`config.mk`:
```
export PLATFORM = sky130hd
export DESIGN_NAME = ysyx_22040237_ifu
export DESIGN_NICKNAME = d
export VERILOG_FILES = /design/src/rtl/ysyx_22040237_ifu_pkg.sv /design/src/rtl/ysyx_22040237_ifu_pc.sv /design/src/rtl/ysyx_22040237_ifu.sv
export SDC_FILE = /design/constraint.sdc
export NUM_CORES = 1
export LEC_CHECK = 0
export ABC_CLOCK_PERIOD_IN_PS = 6400
export CAP_MARGIN = 30
export CORE_ASPECT_RATIO = 0.7
export CORE_MARGIN = 2
export CORE_UTILIZATION = 50
export DETAILED_ROUTE_END_ITERATION = 8
export GPL_ROUTABILITY_DRIVEN = 1
export PLACE_DENSITY = 0.89
export SLEW_MARGIN = 25
export SYNTH_ARGS = -nofsm -noshare
export SYNTH_HDL_FRONTEND = slang
export SYNTH_SLANG_ARGS = --single-unit
```
`constraint.sdc`:
```
create_clock -name clk -period 6.4 [get_ports clk]
set_input_delay 1.92 -clock clk [delete_from_list [all_inputs] [get_ports clk]]
set_output_delay 1.92 -clock clk [all_outputs]
set_load 0.02 [all_outputs]
```
`src/rtl/ysyx_22040237_ifu_pkg.sv`:
```
// Shared constants and state encoding for the instruction fetch unit.
package ysyx_22040237_ifu_pkg;
    localparam int ADDR_W_DEF = 64;
    localparam int INST_W_DEF = 32;
    localparam logic [63:0] RESET_PC_DEF = 64'h8000_0000;
    localparam logic [1:0] ALIGN_MASK = 2'b11;

    typedef enum logic [2:0] {
        S_IDLE = 3'd0,
        S_REQ  = 3'd1,
        S_WAIT = 3'd2,
        S_HOLD = 3'd3,
        S_HALT = 3'd4
    } state_t;
endpackage

```
`src/rtl/ysyx_22040237_ifu_pc.sv`:
```
// PC register: reset value, sequential +4 or redirect load (load wins).
module ysyx_22040237_ifu_pc #(
    parameter int ADDR_W = 64,
    parameter logic [ADDR_W-1:0] RESET_PC = 64'h8000_0000
) (
    input  logic              clk,
    input  logic              rst,
    input  logic              inc,
    input  logic              load,
    input  logic [ADDR_W-1:0] target,
    output logic [ADDR_W-1:0] pc,
    output logic [ADDR_W-1:0] pc_nxt
);
    always_comb begin
        pc_nxt = pc;
        if (load)
            pc_nxt = target;
        else if (inc)
            pc_nxt = pc + ADDR_W'(4);
    end

    always_ff @(posedge clk) begin
        if (rst)
            pc <= RESET_PC;
        else
            pc <= pc_nxt;
    end
endmodule

```
`src/rtl/ysyx_22040237_ifu.sv`:
```
// Instruction fetch unit: request/response fetch FSM with a one-entry
// instruction buffer, redirect handling, halt and misalignment detection.
module ysyx_22040237_ifu
    import ysyx_22040237_ifu_pkg::*;
#(
    parameter int ADDR_W = ADDR_W_DEF,
    parameter int INST_W = INST_W_DEF,
    parameter logic [ADDR_W-1:0] RESET_PC = RESET_PC_DEF
) (
    input  logic              clk,
    input  logic              rst,
    output logic              imem_req_valid_o,
    input  logic              imem_req_ready_i,
    output logic [ADDR_W-1:0] imem_addr_o,
    input  logic              imem_resp_valid_i,
    input  logic [INST_W-1:0] imem_resp_data_i,
    output logic              inst_valid_o,
    input  logic              inst_ready_i,
    output logic [INST_W-1:0] inst_o,
    output logic [ADDR_W-1:0] pc_o,
    input  logic              redirect_valid_i,
    input  logic [ADDR_W-1:0] redirect_pc_i,
    input  logic              halt_i,
    output logic              misalign_o,
    output logic              halted_o
);
    state_t state, st_n;
    logic kill, kill_n, mis_n;
    logic pc_inc, pc_load, latch;
    logic [ADDR_W-1:0] pc, pc_nxt;

    wire req_hs    = imem_req_valid_o & imem_req_ready_i;
    wire inst_hs   = inst_valid_o & inst_ready_i;
    wire mis_redir = redirect_valid_i && ((redirect_pc_i[1:0] & ALIGN_MASK) != 2'b00);

    ysyx_22040237_ifu_pc #(.ADDR_W(ADDR_W), .RESET_PC(RESET_PC)) u_pc (
        .clk    (clk),
        .rst    (rst),
        .inc    (pc_inc),
        .load   (pc_load),
        .target (redirect_pc_i),
        .pc     (pc),
        .pc_nxt (pc_nxt)
    );

    always_comb begin
        st_n    = state;
        kill_n  = kill;
        mis_n   = misalign_o;
        pc_inc  = 1'b0;
        pc_load = 1'b0;
        latch   = 1'b0;
        case (state)
            S_IDLE: begin
                if (mis_redir) begin
                    st_n  = S_HALT;
                    mis_n = 1'b1;
                end else begin
                    st_n = S_REQ;
                end
            end
            S_REQ: begin
                if (mis_redir) begin
                    st_n  = S_HALT;
                    mis_n = 1'b1;
                end else if (redirect_valid_i) begin
                    pc_load = 1'b1;
                    if (req_hs) begin
                        kill_n = 1'b1;
                        st_n   = S_WAIT;
                    end
                end else if (req_hs) begin
                    st_n = S_WAIT;
                end
            end
            S_WAIT: begin
                if (mis_redir) begin
                    st_n  = S_HALT;
                    mis_n = 1'b1;
                end else if (redirect_valid_i) begin
                    pc_load = 1'b1;
                    // Response landing now is the stale one; nothing else is outstanding.
                    if (imem_resp_valid_i) begin
                        kill_n = 1'b0;
                        st_n   = S_REQ;
                    end else begin
                        kill_n = 1'b1;
                    end
                end else if (imem_resp_valid_i) begin
                    if (kill) begin
                        kill_n = 1'b0;
                        st_n   = S_REQ;
                    end else begin
                        latch = 1'b1;
                        st_n  = S_HOLD;
                    end
                end
            end
            S_HOLD: begin
                if (inst_hs && halt_i) begin
                    st_n = S_HALT;
                end else if (mis_redir) begin
                    st_n  = S_HALT;
                    mis_n = 1'b1;
                end else if (redirect_valid_i) begin
                    pc_load = 1'b1;
                    st_n    = S_REQ;
                end else if (inst_hs) begin
                    pc_inc = 1'b1;
                    st_n   = S_REQ;
                end
            end
            S_HALT: st_n = S_HALT;
            default: st_n = S_IDLE;
        endcase
    end

    always_ff @(posedge clk) begin
        if (rst) begin
            state            <= S_IDLE;
            kill             <= 1'b0;
            imem_req_valid_o <= 1'b0;
            imem_addr_o      <= '0;
            inst_valid_o     <= 1'b0;
            inst_o           <= '0;
            pc_o             <= '0;
            misalign_o       <= 1'b0;
            halted_o         <= 1'b0;
        end else begin
            state            <= st_n;
            kill             <= kill_n;
            misalign_o       <= mis_n;
            imem_req_valid_o <= (st_n == S_REQ);
            inst_valid_o     <= (st_n == S_HOLD);
            halted_o         <= (st_n == S_HALT);
            imem_addr_o      <= pc_nxt;
            if (latch) begin
                inst_o <= imem_resp_data_i;
                pc_o   <= pc;
            end
        end
    end
endmodule

```
Word level (Yosys, flattened, before mapping)
Cells that the tools add are included.

Flip-flop bits (word level): 232. Bits in latches: 0. Memory bits (writable): 0. Memory bits (read-only): 0. Bits of input ports: 103. Output and inout port bits: 164. Memories kept: 0.

Add/subtract/negate cells: 1. $mul: 0. Divide/modulo/power cells: 0. $lt $le $gt $ge: 0. Eq/ne operators: 13. Shift operators: 0. Mux-type cells: 40. Bitwise logic cells: 2. Reductions and logical operators: 10.

Operator list (count): $mux 64 (2); $add 64x3->64 const B (1); $mux 3 (11); $mux 1 (22); $pmux 3 s5 (1); $ne 2x2->1 const B (5); $eq 3x2->1 const B (3); $eq 3x1->1 const B (2); $eq 3x3->1 const B (2); $pmux 1 s2 (3); $reduce_and 6->1 (1); $reduce_bool 2->1 (3); $logic_not 3->1 (1); $ne 3x3->1 const B (1); $reduce_or 3->1 (1); $and 1x1->1 (2); $logic_and 1x1->1 (2); $mux 2 (1); $reduce_and 2->1 (1); $reduce_or 2->1 (1).

Longest topological paths before layout
Gate-level depths: netlist of the first run.

Depth in word-level cells: 8. Mapped depth: 9.

By module
A second synthesis of the first run with hierarchy kept.

Cells, all modules: 1150. Area total of the unflattened synthesis: 9640.5 sq um.

Modules (own cells, without submodules): ysyx_22040237_ifu (instances 1, cells an instance 604, area each 5501.5 sq um); ysyx_22040237_ifu_pc (instances 1, cells an instance 546, area each 4139.0 sq um).

Least setup slack after synthesis of the first run
Ideal clock, no wire load.

Path kind: input to register. Start: input port redirect_valid_i. End: register imem_addr_o[39]. Data arrival time: 3.548 ns. Data required time: 6.268 ns. Path slack: 2.720 ns. Cell stages on the path: 6. Path through: or3b_1 -> or3_1 -> or4_4 -> o211ai_1 -> o31a_1 -> a21oi_1.

Longest elaborated chain between the ends: 6. Elaborated cells on any way between the ends: 11. Those cells by class: mux (10); reduce/logical (1).

RTL lines: start, declared (line ysyx_22040237_ifu.sv:21) `input logic redirect_valid_i,`; $mux 1 / $logic_and 1x1->1 (equally long branches) (line ysyx_22040237_ifu.sv:105, ysyx_22040237_ifu.sv:34); $mux 1 (line ysyx_22040237_ifu.sv:102) `end else if (mis_redir) begin`; $mux 1 (line ysyx_22040237_ifu.sv:100) `if (inst_hs && halt_i) begin`; $mux 1 (line ysyx_22040237_ifu.sv:53) `case (state)`; $mux 64 (line ysyx_22040237_ifu_pc.sv:18) `else if (inc)`; $mux 64 (*) (line ysyx_22040237_ifu_pc.sv:16) `if (load)`; end signal, assigned (line ysyx_22040237_ifu.sv:136) `imem_addr_o <= pc_nxt;`; end, declared (line ysyx_22040237_ifu.sv:14) `output logic [ADDR_W-1:0] imem_addr_o,`.

Every way passes the cells marked *; elsewhere a longest branch is shown, timed or not. A chain may end at the register's enable or synchronous reset.

Worst setup path after layout of the first run
Start: input port redirect_valid_i. End: register imem_addr_o[54].

The elaborated chain is that of the path after synthesis.

==> results.json, run 1 <==
{
  "hold_class": "reg -> reg",
  "ys.flop_type": "dfxtp_1",
  "final_area_sq_mm": 0.0109,
  "port_buffers": 266,
  "setup_tns_ns": 0,
  "dpl_worst_slack_ns": 1.56,
  "io_pins": 267,
  "gp_congestion": 0.941,
  "reg2reg_from": "state[0]$_SDFF_PP0_",
  "synthDominantCellAreaShare_pct": 42.0,
  "clock_skew_ns": 0.00753,
  "synth-async-reset-ratio_pct": 0,
  "timing.rr.end": "imem_addr_o[54]$_SDFFE_PP0P_",
  "critPathLaunch": "redirect_valid_i",
  "finalCritPeriodShare_pct": 69.8,
  "routedWlPerCell_um": 18.4,
  "dpl.hpwl_um": 18400,
  "row_count": 38,
  "die_w_um": 156,
  "start_util_pct": 51.5,
  "final_cells": 1445,
  "place_inst": 1414,
  "fin_ws_ns": 1.94,
  "worst_slew_pin_slew_ns": 1.06,
  "cts_buffers": 17,
  "viasPerCell": 5.86,
  "cts_buffer_depth": 2,
  "diodes": 0,
  "use_met2_pct": 47.0,
  "grt_pass1_vias": 7670,
  "drtAntennaViolNets": 0,
  "dr.pass1.iters": 6,
  "required_ns": 6.69,
  "synthCells": 1072,
  "syn_area_sq_mm": 0.00806,
  "setup_viol": 0,
  "ctsHtreeMaxLevel": 4,
  "met1_usage_pct": 38.7,
  "outcome": "completed",
  "yosysWarnings": 0,
  "clock-root-buffer": "clkbuf_16",
  "hold_violations": 0,
  "crit_fanout": 31,
  "fmaxAchievable_mhz": 224,
  "maxSlewViolCount": 0,
  "grt_max_degree": 107,
  "syn_area_per_cell_sq_um": 7.52,
  "grt_first_pass_wirelength_um": 40200,
  "max-vdd-ir-drop_uv": 164,
  "yosys-top-cells-count": "nand2_1, dfxtp_1, a21oi_1",
  "seq_area_frac_synth_pct": 42.0,
  "period_minus_slack_ns": 4.46,
  "dpl_cell_area_sq_mm": 0.0103,
  "clock-sinks": 169,
  "synth_edf_count": 0,
  "grt_usage_pct": 29.9,
  "synth.ff_latch_count": 169,
  "slew_headroom_pct": 28.9,
  "synth_most_common_cell": "nand2_1",
  "antenna_found_initial": 0,
  "overflow": 0,
  "critical_path_arrival_ns": 4.75,
  "yosys.area.top_type": "dfxtp_1",
  "clk_pin_slew_ns": 0.07,
  "core_sq_mm": 0.0156,
  "syn_to_final_growth_pct": 35.1,
  "wl_um": 26500,
  "die-area_sq_mm": 0.0172,
  "p_leak_nw": 3.49,
  "cts_tree": "built",
  "busiest_layer": "met2",
  "end_kind": "register",
  "rsz0062_at_grt": "false",
  "via_count": 8470,
  "drc_errors": 0,
  "netlist-cell-type-count": 49,
  "total_power_mw": 2.20,
  "cts_resized": 0,
  "clk-insertion-delay-late_ns": 0.43,
  "synth_nets": 1176,
  "num-nets-final": 1337,
  "worstSetupEndpoint": "imem_addr_o[54]$_SDFFE_PP0P_",
  "drt_iter0_markers": 1090,
  "startpoint_type": "input port",
  "met3_usage_pct": 11.4,
  "die_h_um": 110,
  "cts_setup_buffers": 0,
  "regToRegSetupSlack_ns": 3.47,
  "powerDensity_mw_per_mm2": 202,
  "drive_above_1_share_pct": 4.18,
  "yosys-top-cells-area": "dfxtp_1, nand2_1, a21oi_1, buf_4, nand3_1",
  "drv_cap": 0,
  "hold_buffers": 0,
  "rr_worst_depth": 7,
  "critPathKind": "in -> reg"
}
critical path: stages:
cell and delay [ns]:
clkdlybuf4s50_1 0.61, inv_1 0.07, a311oi_1 0.67, and2_2 0.72, buf_4 0.44, nor3_1 0.08, a21oi_1 0.14, o22ai_1 0.09
placed cells by master (no fill, tap or decap), types with 5 or more instances in the layout:
cell             instances
buf_4                    7
or3_1                   11
nand2b_1                 6
dfxtp_1                169
o31a_1                   5
clkdlybuf4s50_1        265
nand4_1                 28
xnor2_1                 14
xor2_1                   5
nor3_1                  19
and3_1                  35
nand3_1                 47
o21ai_1                 11
and2_1                   6
o21ai_0                 11
nand2_1                245
clkbuf_16               17
a22oi_1                  6
nor2_1                  53
o22ai_1                 13
a31oi_1                 21
nor4_1                  15
a21oi_1                162
o211ai_1                 5
power by group:
| group | switching (mW) | internal [mW] |
|---|---|---|
| clock | 0.449 | 0.537 |
| combinational | 0.0588 | 0.0800 |
| sequential | 0.0170 | 1.06 |
logic make-up (layout without fill, tap and decap cells):
group / count (synthesis) / after routing / synth area share, %
multiplexers: 1 / 1 / 0.124
adder cells (fa/ha/maj): 1 / 1 / 0.155
XOR/XNOR: 19 / 19 / 2.07
flip-flops: 169 / 169 / 42.0
buffers and inverters: 136 / 309 / 9.43
AO/OA/AOI/OAI: 254 / 254 / 17.7
AND/OR/NAND/NOR: 492 / 492 / 28.6
routing by layer:
| layer | part of all wire [%] | routed length, um | up-vias |
|---|---|---|---|
| met4 | 1.9 | 513 | 0 |
| met1 | 42 | 11200 | 3925 |
| met3 | 11 | 3000 | 57 |
| met2 | 44 | 11800 | 475 |
| li1 | - | - | 4013 |
| met5 | 0 | 0 | - |
per-stage QoR:
stage	util, %	hold slack, ns
finish	69.6	0.453
global route	69.6	0.467
CTS	69.5	0.456
detailed placement	66.0	0.446
global placement	65.8	0.441
floorplan	-	0.441
worst min path at each step:
stage	end	startpoint	cells after the start	slack, ns
2_1_floorplan	pc_o[0]$_SDFFE_PP0P_	imem_addr_o[0]$_SDFFE_PP0P_	2	0.44
3_3_place_gp	pc_o[45]$_SDFFE_PP0P_	pc_o[45]$_SDFFE_PP0P_	2	0.44
3_5_place_dp	pc_o[29]$_SDFFE_PP0P_	pc_o[29]$_SDFFE_PP0P_	2	0.45
4_1_cts	pc_o[29]$_SDFFE_PP0P_	pc_o[29]$_SDFFE_PP0P_	2	0.46
5_1_grt	inst_o[13]$_SDFFE_PP0P_	inst_o[13]$_SDFFE_PP0P_	2	0.47
6_report	pc_o[18]$_SDFFE_PP0P_	pc_o[18]$_SDFFE_PP0P_	2	0.45
sequential cells by signal (all words and copies together) (netlist names):
name,flops
state,3
imem_req_valid_o,1
pc_o,64
inst_valid_o,1
u_pc.pc,1
misalign_o,1
halted_o,1
inst_o,32
kill,1
imem_addr_o,64
area by class of cell:
| type | instances | area (sq um) |
|---|---|---|
| clock buffers | 18 | 429 |
| clock inverters | 13 | 123 |
| fillers | 1263 | 4760 |
| inverters | 4 | 15.0 |
| multi-input cells | 767 | 3950 |
| flip-flops and latches | 169 | 3380 |
| well taps | 200 | 250 |
| repair buffers | 274 | 2740 |
Note: power is estimated with default switching activity, not from simulation.
==> run 2, diff against run 1 <==
--- a/config.mk
+++ b/config.mk
@@ -5,14 +5,14 @@
 export SDC_FILE = /design/constraint.sdc
 export NUM_CORES = 1
 export LEC_CHECK = 0
-export ABC_CLOCK_PERIOD_IN_PS = 6400
+export ABC_CLOCK_PERIOD_IN_PS = 4200
 export CAP_MARGIN = 30
 export CORE_ASPECT_RATIO = 0.7
 export CORE_MARGIN = 2
-export CORE_UTILIZATION = 50
+export CORE_UTILIZATION = 46
 export DETAILED_ROUTE_END_ITERATION = 8
 export GPL_ROUTABILITY_DRIVEN = 1
-export PLACE_DENSITY = 0.89
+export PLACE_DENSITY = 0.83
 export SLEW_MARGIN = 25
 export SYNTH_ARGS = -nofsm -noshare
 export SYNTH_HDL_FRONTEND = slang
==> constraint.sdc (replaced) <==
create_clock -name clk -period 4.2 [get_ports clk]
set_input_delay 1.26 -clock clk [delete_from_list [all_inputs] [get_ports clk]]
set_output_delay 1.26 -clock clk [all_outputs]
set_load 0.02 [all_outputs]
==> run 2 against run 1 <==
Effect of this change: non-clock buffer count increased by 10; hold slack about the same; clock skew increased by 0.0025 ns; largest power group unchanged; largest cell class unchanged; critical path depth decreased by 1.
==> results.json, run 2 (synthesis results as in run 1) <==
{
  "critPathLaunch": "redirect_valid_i",
  "finalCritPeriodShare_pct": 80.0,
  "die_w_um": 162,
  "hold_depth": 2,
  "hold_class": "reg -> reg",
  "slew_headroom_pct": 38.6,
  "clock-sinks": 169,
  "grt_usage_pct": 28.4,
  "hold_violations": 0,
  "maxSlewViolCount": 0,
  "io_pins": 267,
  "core_sq_mm": 0.0172,
  "diodes": 0,
  "viasPerCell": 5.71,
  "clk-insertion-delay-late_ns": 0.43,
  "row_count": 40,
  "dr.pass1.iters": 5,
  "cts_tree": "built",
  "syn_to_final_growth_pct": 37.3,
  "fmaxAchievable_mhz": 298,
  "start_util_pct": 46.9,
  "num-nets-final": 1347,
  "max-vdd-ir-drop_uv": 253,
  "gp_congestion": 0.974,
  "regToRegSetupSlack_ns": 1.40,
  "clock_skew_ns": 0.0100,
  "total_power_mw": 3.49,
  "ctsHtreeMaxLevel": 4,
  "crit_path_cell_trace": "clkdlybuf4s50_1 -> or3b_1 -> or3_1 -> buf_4 -> o211ai_1 -> a21oi_1 -> or3_1",
  "cts_resized": 0,
  "outcome": "completed",
  "drt_iter0_markers": 1137,
  "hold_buffers": 0,
  "grt_pass1_vias": 7802,
  "crit_fanout": 46,
  "n_fill_cell": 1491,
  "worst_slew_pin_slew_ns": 0.914,
  "dpl.hpwl_um": 19400,
  "p_leak_nw": 3.58,
  "rr_worst_depth": 7,
  "clock-root-buffer": "clkbuf_16",
  "holdWs_ns": 0.453,
  "drc_errors": 0,
  "via_count": 8498,
  "startpoint_type": "input port",
  "rsz0062_at_grt": "false",
  "reg2reg_from": "imem_addr_o[2]$_SDFFE_PP0P_",
  "mostFrequentLayoutCells": "clkdlybuf4s50_1, nand2_1, dfxtp_1",
  "antenna_found_initial": 0,
  "die-area_sq_mm": 0.0186,
  "drtAntennaViolNets": 0,
  "period_minus_slack_ns": 3.36,
  "end_kind": "register",
  "max_stage_delay_ns": 0.52,
  "setup_viol": 0,
  "reg_top3": "imem_addr_o: 64 flops, pc_o: 64 flops, inst_o: 32 flops",
  "utilization_pct": 64.5,
  "die_h_um": 115,
  "worstSetupEndpoint": "imem_addr_o[47]$_SDFFE_PP0P_",
  "setup_tns_ns": 0,
  "wl_um": 27100,
  "critical_path_arrival_ns": 3.68,
  "drv_cap": 0,
  "layout_commonest_cell": "clkdlybuf4s50_1",
  "grt_max_degree": 90,
  "place_inst": 1455,
  "timing.rr.end": "imem_addr_o[58]$_SDFFE_PP0P_",
  "cts_buffer_depth": 2,
  "powerDensity_mw_per_mm2": 315,
  "cts_buffers": 17,
  "overflow": 0,
  "cts_setup_buffers": 0,
  "port_buffers": 266,
  "path_common_cell": "or3_1",
  "drive_above_1_share_pct": 5.02,
  "required_ns": 4.52,
  "cp_slowest_cell": "clkdlybuf4s50_1",
  "clk_pin_slew_ns": 0.07,
  "critPathKind": "in -> reg",
  "routedWlPerCell_um": 18.2,
  "grt_first_pass_wirelength_um": 41800,
  "final_cells": 1487
}
run 2: cell count changes in the layout (fill, tap and decap cells not counted), moves of 2 or more:
cell and change:
buf_4 +8, clkinvlp_4 -4, buf_12 +2, inv_8 +4
run 2: cell type report:
class                      count  area [sq um]  share of cell area [%]
multi-input combinational    767          3940                    35.6
sequential                   169          3380                    30.6
timing repair buffer         284          2840                    25.6
clock buffer                  17           425                    3.84
tap                          231           289                    2.61
clock inverter                15           180                    1.63
inverter                       4          15.0                   0.136
run 2: routing by layer:
layer	vias up	share of wire, %	GRT usage, %
met3	48	10	8.91
met4	0	1.8	7.43
met2	436	45	45.3
li1	4042	-	-
met5	-	0	0
met1	3972	43	37.7
run 2: how the worst min path moves through the flow:
stage                           startpoint                       to  slack, ns
2_1_floorplan  imem_addr_o[0]$_SDFFE_PP0P_     pc_o[0]$_SDFFE_PP0P_       0.44
3_3_place_gp         pc_o[30]$_SDFFE_PP0P_    pc_o[30]$_SDFFE_PP0P_       0.44
3_5_place_dp         pc_o[53]$_SDFFE_PP0P_    pc_o[53]$_SDFFE_PP0P_       0.45
4_1_cts              pc_o[53]$_SDFFE_PP0P_    pc_o[53]$_SDFFE_PP0P_       0.46
5_1_grt            inst_o[22]$_SDFFE_PP0P_  inst_o[22]$_SDFFE_PP0P_       0.47
6_report           inst_o[22]$_SDFFE_PP0P_  inst_o[22]$_SDFFE_PP0P_       0.45
run 2: metrics by stage:
stage	worst slack, ns	cell area, sq um
2_1_floorplan	1.18	8060
3_3_place_gp	0.474	10400
3_5_place_dp	0.414	10500
4_1_cts	0.880	11100
5_1_grt	0.744	11100
6_report	0.839	11100
run 2: report_power, final:
part / switching, mW / total [mW] / leakage (nW) / internal (mW)
Clock: 0.727 / 1.63 / 0.301 / 0.904
Combinational: 0.0920 / 0.217 / 1.92 / 0.125
Sequential: 0.0241 / 1.64 / 1.36 / 1.62
Total: 0.843 / 3.49 / 3.58 / 2.64
run 2: worst max-delay path: cells and delay by family:
kind / cells / cell delay, ns
buf+inv: 2 / 0.82
compound gates: 2 / 0.32
simple gates: 3 / 1.26
